[src/rtl/uart_matrix_pkg.sv]
// rtl/uart_matrix_pkg.sv - shared constants, loader state type and frame-length helper
package uart_matrix_pkg;

  localparam int DEFAULT_DIM    = 2;
  localparam int DEFAULT_DATA_W = 8;

  typedef enum logic [1:0] {
    IDLE = 2'd0,
    FILL = 2'd1,
    HOLD = 2'd2
  } loader_state_t;

  function automatic int frame_len(input int dim);
    return dim * dim;
  endfunction

endpackage

[src/rtl/uart_matrix_loader.sv]
// rtl/uart_matrix_loader.sv - packs UART RX bytes into a DIMxDIM frame with timeout/error/overrun guards
module uart_matrix_loader
  import uart_matrix_pkg::*;
#(
  parameter int DIM         = DEFAULT_DIM,
  parameter int DATA_W      = DEFAULT_DATA_W,
  parameter int TIMEOUT_CYC = 200000
) (
  input  logic                      clk,
  input  logic                      rst,
  input  logic                      rx_valid,
  input  logic [DATA_W-1:0]         rx_data,
  input  logic                      rx_err,
  output logic                      mat_valid,
  input  logic                      mat_ready,
  output logic [DIM*DIM*DATA_W-1:0] mat_data,
  output logic                      busy,
  output logic                      frame_err,
  output logic                      overrun
);

  localparam int N  = frame_len(DIM);
  localparam int CW = $clog2(N + 1);
  localparam int TW = $clog2(TIMEOUT_CYC + 1);
  localparam int FW = N * DATA_W;

  loader_state_t   state_q, state_d;
  logic [CW-1:0]   cnt_q, cnt_d;
  logic [TW-1:0]   tmo_q, tmo_d;
  logic [FW-1:0]   frame_q, frame_d;
  logic            mat_valid_q, mat_valid_d;
  logic            busy_q, busy_d;
  logic            frame_err_q, frame_err_d;
  logic            overrun_q, overrun_d;

  logic good_byte, bad_byte, tmo_hit;

  assign good_byte = rx_valid & ~rx_err;
  assign bad_byte  = rx_valid & rx_err;
  // Fires on the idle cycle whose increment would reach TIMEOUT_CYC-1, so the
  // registered pulse lands exactly TIMEOUT_CYC cycles after the last byte.
  assign tmo_hit   = ~rx_valid && ((32'(tmo_q) + 32'd1) >= (TIMEOUT_CYC - 1));

  always_comb begin
    state_d     = state_q;
    cnt_d       = cnt_q;
    tmo_d       = tmo_q;
    frame_d     = frame_q;
    frame_err_d = 1'b0;
    overrun_d   = 1'b0;

    case (state_q)
      IDLE: begin
        tmo_d = '0;
        if (good_byte) begin
          frame_d[0 +: DATA_W] = rx_data;
          cnt_d   = CW'(1);
          state_d = (N == 1) ? HOLD : FILL;
        end else if (bad_byte) begin
          frame_err_d = 1'b1;
        end
      end

      FILL: begin
        if (good_byte) begin
          frame_d[32'(cnt_q) * DATA_W +: DATA_W] = rx_data;
          cnt_d = cnt_q + CW'(1);
          tmo_d = '0;
          if (cnt_q == CW'(N - 1)) begin
            state_d = HOLD;
          end
        end else if (bad_byte || tmo_hit) begin
          frame_err_d = 1'b1;
          cnt_d       = '0;
          tmo_d       = '0;
          state_d     = IDLE;
        end else if (32'(tmo_q) < TIMEOUT_CYC) begin
          tmo_d = tmo_q + TW'(1);
        end
      end

      HOLD: begin
        tmo_d = '0;
        if (mat_ready) begin
          if (good_byte) begin
            frame_d[0 +: DATA_W] = rx_data;
            cnt_d   = CW'(1);
            state_d = (N == 1) ? HOLD : FILL;
          end else begin
            frame_err_d = bad_byte;
            cnt_d       = '0;
            state_d     = IDLE;
          end
        end else if (rx_valid) begin
          overrun_d = 1'b1;
        end
      end

      default: begin
        cnt_d   = '0;
        tmo_d   = '0;
        state_d = IDLE;
      end
    endcase

    mat_valid_d = (state_d == HOLD);
    busy_d      = (state_d == FILL);
  end

  always_ff @(posedge clk) begin
    if (rst) begin
      state_q     <= IDLE;
      cnt_q       <= '0;
      tmo_q       <= '0;
      frame_q     <= '0;
      mat_valid_q <= 1'b0;
      busy_q      <= 1'b0;
      frame_err_q <= 1'b0;
      overrun_q   <= 1'b0;
    end else begin
      state_q     <= state_d;
      cnt_q       <= cnt_d;
      tmo_q       <= tmo_d;
      frame_q     <= frame_d;
      mat_valid_q <= mat_valid_d;
      busy_q      <= busy_d;
      frame_err_q <= frame_err_d;
      overrun_q   <= overrun_d;
    end
  end

  assign mat_valid = mat_valid_q;
  assign mat_data  = frame_q;
  assign busy      = busy_q;
  assign frame_err = frame_err_q;
  assign overrun   = overrun_q;

endmodule

[config.mk]
export PLATFORM = sky130hd
export DESIGN_NAME = uart_matrix_loader
export DESIGN_NICKNAME = d
export VERILOG_FILES = /design/src/rtl/uart_matrix_pkg.sv /design/src/rtl/uart_matrix_loader.sv
export SDC_FILE = /design/constraint.sdc
export NUM_CORES = 1
export LEC_CHECK = 0
export CAP_MARGIN = 20
export CORE_ASPECT_RATIO = 1.5
export CORE_MARGIN = 2
export CORE_UTILIZATION = 35
export CTS_CLUSTER_DIAMETER = 50
export DETAILED_ROUTE_END_ITERATION = 7
export PLACE_DENSITY = 0.62
export REMOVE_ABC_BUFFERS = 1
export SLEW_MARGIN = 20
export SYNTH_ARGS = -nofsm -noshare
export SYNTH_HDL_FRONTEND = slang
export SYNTH_SLANG_ARGS = --single-unit
[constraint.sdc]
create_clock -name clk -period 3.43 [get_ports clk]
set_input_delay 0.343 -clock clk [delete_from_list [all_inputs] [get_ports clk]]
set_output_delay 0.343 -clock clk [all_outputs]
set_load 0.01 [all_outputs]
==> flow_summary.rst <==
.. list-table::
   :header-rows: 1

   * - Metric
     - Value
   * - Slowest library cell on the worst path
     - sky130_fd_sc_hd__nor3_1
   * - Mean area per synthesized cell
     - 8.37 µm²
   * - Critical-path maximum fanout
     - 10
   * - Synth Area in Simple Gates
     - 0.288
   * - Combinational family with the most area after synthesis
     - simple AND/OR/NAND/NOR gates
   * - Hold crit path type
     - reg2reg
   * - Peak clock frequency supported by timing
     - 0.362 GHz
   * - Count of nets after finishing
     - 407
   * - Maximum root-to-sink buffer count
     - 2
   * - Number of hold buffers added after cts
     - 0
   * - Final standard cell area without fillers
     - 0.00369 mm²
   * - Ratio of cells with drive above 1 in the final layout
     - 0.0893
   * - Cells along the critical path
     - inv_1 > ha_1 > ha_1 > and2_1 > nand2_1 > nor3_1 > nand3_1 > a21oi_1
   * - Number of DRC violations after detailed routing
     - 0
   * - Delay of the slowest critical-path stage
     - 670 ps
   * - Clk_lat worst skew
     - 330 ps
   * - Clock period minus worst slack
     - 2760 ps
   * - TritonCTS buffer count
     - 9
   * - Worst Path Required
     - 3690 ps
   * - CTS tree
     - done
   * - Number of setup violations in the final report
     - 0
   * - Parity-gate share of the synthesized area counting xor and xnor cells
     - 0.0546
   * - Arrival time of the worst setup path
     - 3030 ps
   * - Cell area after synthesis
     - 0.00289 mm²
   * - Cell area reported after detailed placement
     - 0.00342 mm²
   * - Area enclosed by the die boundary
     - 0.00901 mm²
   * - Number of global-route vias before repair
     - 2407
   * - Clock transition time at the flip-flop clock pins of the worst setup and hold paths
     - 50 ps
   * - Power density over the cells
     - 436 mW/mm²
   * - Std cell rows
     - 40
   * - MaxCap Viol Count
     - 0
   * - Final hold violation count
     - 0
   * - Number of pins with negative max-slew slack in the final report
     - 0
   * - Clock sink count
     - 59
   * - Total track usage
     - 0.165
   * - Buffers added on ports
     - 48
   * - Number of detailed-route iterations in the first pass
     - 4
   * - Portion of the post-synthesis area used by sequential elements
     - 0.409
   * - Final period utilization
     - 0.805
   * - Post-synthesis adder-cell area fraction
     - 0.0260
   * - Design Power
     - 1.61 mW
   * - Number of antenna violations at the first check in global routing
     - 0
   * - FF-to-FF End
     - mat_data[20]$_SDFFE_PP0P_
   * - Result of the run
     - complete, no violations
   * - Crit path kind
     - reg2reg
   * - Peak ir drop on the vdd network
     - 0.000311 V
   * - Critical Path Sink Type
     - register
   * - Unique cell type count in the Yosys netlist
     - 49
   * - Pin count of the biggest net entering global routing
     - 40
   * - Beginning of the worst register-to-register path
     - cnt_q[0]$_SDFFE_PP0P_
   * - Hold path startpoint
     - mat_data[17]$_SDFFE_PP0P_
   * - Unrepaired setup endpoints after global routing
     - false
   * - EDFF count, synth
     - 0
   * - Leading register cell type out of synthesis
     - sky130_fd_sc_hd__dfxtp_1
   * - Worst Hold Endpoint
     - mat_data[17]$_SDFFE_PP0P_
   * - GRT overflow
     - 0
   * - Total wire length after detailed routing
     - 7010 µm
   * - Synthesized-area fraction occupied by ao, oa, aoi and oai cells
     - 0.152
   * - Via total after detailed routing
     - 2590
   * - Starting utilization of the core area
     - 0.361
   * - Starting DRT DRC Count
     - 108
   * - Most frequent CP cell
     - sky130_fd_sc_hd__ha_1
   * - Multiplexer share of the synthesized area
     - 0.0277
   * - Placeable core area
     - 0.00801 mm²
   * - Total number of H-tree levels
     - 3
   * - Root cell of the clock tree
     - sky130_fd_sc_hd__clkbuf_16
   * - Kind of launch point of the worst setup path
     - register
   * - Final RePlAce weighted congestion
     - 0.923
   * - Antenna-violating nets left
     - 0
   * - Dpl hpwl
     - 5100 µm
   * - Number of cells on the worst hold path
     - 2
   * - Reg2Reg Setup Slack
     - 670 ps
   * - Top-level I/O count
     - 49
   * - Area growth from synthesis to layout
     - 27.9%
   * - Gate count after technology mapping
     - 345
   * - Synthesis-stage register bit count
     - 59
   * - Path depth of the worst reg2reg path
     - 8
   * - Post-cts sizing count
     - 0
   * - Synth async-reset ratio
     - 0
   * - Routed length per placed instance
     - 14.1 µm
   * - Setup tns final
     - 0 ps
   * - Wire length of the first global-routing pass
     - 11500 µm
   * - Standby leakage power
     - 1.31 nW
   * - Overall die height
     - 115 µm
   * - Final worst clock skew
     - 7.15 ps
   * - # diodes
     - 0
   * - Yosys Warn Count
     - 0
   * - Actual slew at the worst max-slew pin
     - 907 ps
   * - Buffers inserted during post-CTS setup optimization
     - 0
   * - Width of the die
     - 78.2 µm
   * - Max-slew headroom at the worst pin
     - 0.391
   * - Post-DR vias/cell
     - 5.21
## where the power goes
part | internal (mW) | total [mW] | switching [mW] | leakage (nW)
combinational | 0.0439 | 0.0950 | 0.0512 | 0.701
sequential | 0.695 | 0.703 | 0.00786 | 0.477
clock | 0.499 | 0.811 | 0.313 | 0.130
total | 1.24 | 1.61 | 0.372 | 1.31
## logic make-up (layout without fill, tap and decap cells)
group / count (synthesis) / after routing
and+or+nand+nor: 158 / 158
xor gates and xnor gates: 18 / 18
buffers and inverters: 27 / 74
adders and majority gates: 6 / 6
DFF: 59 / 59
AOI/OAI and AO/OA: 69 / 69
muxes: 8 / 8
## Yosys cell counts (all sizes together), types with 2 or more instances
library cell,instances,share of area
nor3,9,0.016
xor2,13,0.039
mux2i,8,0.028
inv,9,0.012
nor2,36,0.055
nand2b,4,0.0087
nand2,37,0.048
a22o,2,0.0061
a31oi,2,0.0043
clkbuf,10,0.013
nor4,4,0.019
and2,2,0.0043
nand3,41,0.075
xnor2,5,0.015
a211oi,2,0.0052
and4,2,0.0061
nand4,5,0.013
nor4b,2,0.0061
dfxtp,59,0.41
buf,8,0.018
nor2b,7,0.015
ha,6,0.026
a21oi,37,0.064
a32o,2,0.0069
o21ai,13,0.023
and3,6,0.013
## sequential cells by signal (all words and copies together), names as in the netlist
signal	cells
mat_data	32
tmo_q	18
cnt_q	3
state_q	2
busy	1
frame_err	1
mat_valid	1
overrun	1
## placed cells by master (no fill, tap or decap), types with 2 or more instances in the layout
cell / count
sky130_fd_sc_hd__a211oi_1: 2
sky130_fd_sc_hd__a21oi_1: 37
sky130_fd_sc_hd__a22o_1: 2
sky130_fd_sc_hd__a31oi_1: 2
sky130_fd_sc_hd__a32o_1: 2
sky130_fd_sc_hd__and2_1: 2
sky130_fd_sc_hd__and3_1: 6
sky130_fd_sc_hd__and4_1: 2
sky130_fd_sc_hd__buf_4: 2
sky130_fd_sc_hd__clkbuf_16: 9
sky130_fd_sc_hd__clkdlybuf4s50_1: 48
sky130_fd_sc_hd__clkinv_2: 3
sky130_fd_sc_hd__clkinvlp_4: 2
sky130_fd_sc_hd__dfxtp_1: 59
sky130_fd_sc_hd__ha_1: 6
sky130_fd_sc_hd__inv_1: 9
sky130_fd_sc_hd__mux2i_1: 8
sky130_fd_sc_hd__nand2_1: 37
sky130_fd_sc_hd__nand2b_1: 4
sky130_fd_sc_hd__nand3_1: 40
sky130_fd_sc_hd__nand4_1: 4
sky130_fd_sc_hd__nor2_1: 26
sky130_fd_sc_hd__nor2_2: 10
sky130_fd_sc_hd__nor2b_1: 7
sky130_fd_sc_hd__nor3_1: 9
sky130_fd_sc_hd__nor4_1: 2
sky130_fd_sc_hd__nor4_4: 2
sky130_fd_sc_hd__nor4b_1: 2
sky130_fd_sc_hd__o21ai_0: 11
sky130_fd_sc_hd__o21ai_1: 2
sky130_fd_sc_hd__xnor2_1: 5
sky130_fd_sc_hd__xor2_1: 13
## layer usage
| layer | part of all wire | GRT usage | up-vias |
|---|---|---|---|
| met5 | 0 | 0 | - |
| met4 | 0.016 | 0.0678 | 0 |
| met3 | 0.042 | 0.0447 | 10 |
| met2 | 0.55 | 0.310 | 61 |
| met1 | 0.39 | 0.171 | 1216 |
| li1 | - | - | 1303 |
## stage by stage
stage          utilization  setup slack [ps]  hold slack (ps)  instances
2_1_floorplan            -              1090              412        327
3_3_place_gp         0.428               719              439        482
3_5_place_dp         0.428               697              443        482
4_1_cts              0.461               687              450        497
5_1_grt              0.461               444              463        497
6_report             0.461               668              448        497
## worst max-delay path, delay by kind of cell, from the launching register on
family                   cells  cell delay, ps
flip-flops                   1             480
adder cells (fa/ha/maj)      2             550
buffers and inverters        1             150
AND/OR/NAND/NOR              4            1320
AO/OA/AOI/OAI                1             180
## worst max path at each step
stage	from	end	slack (ps)	cells past startpoint
floorplan	tmo_q[1]$_SDFFE_PP0N_	tmo_q[1]$_SDFFE_PP0N_	1090	7
finish	cnt_q[0]$_SDFFE_PP0P_	mat_data[20]$_SDFFE_PP0P_	670	8
global route	tmo_q[1]$_SDFFE_PP0N_	tmo_q[3]$_SDFFE_PP0N_	440	7
detailed placement	cnt_q[0]$_SDFFE_PP0P_	mat_data[20]$_SDFFE_PP0P_	700	8
CTS	cnt_q[0]$_SDFFE_PP0P_	mat_data[20]$_SDFFE_PP0P_	690	8
global placement	cnt_q[0]$_SDFFE_PP0P_	mat_data[20]$_SDFFE_PP0P_	720	8
## layout make-up
type                       instances  area, µm²
clock inverter                     5       30.0
fill                             806       4310
sequential                        59       1180
tap                              105        131
multi-input combinational        259       1580
timing repair buffer              50        495
inverter                           9       33.8
clock buffer                      10        239
Power figures use the tool's default switching activity.
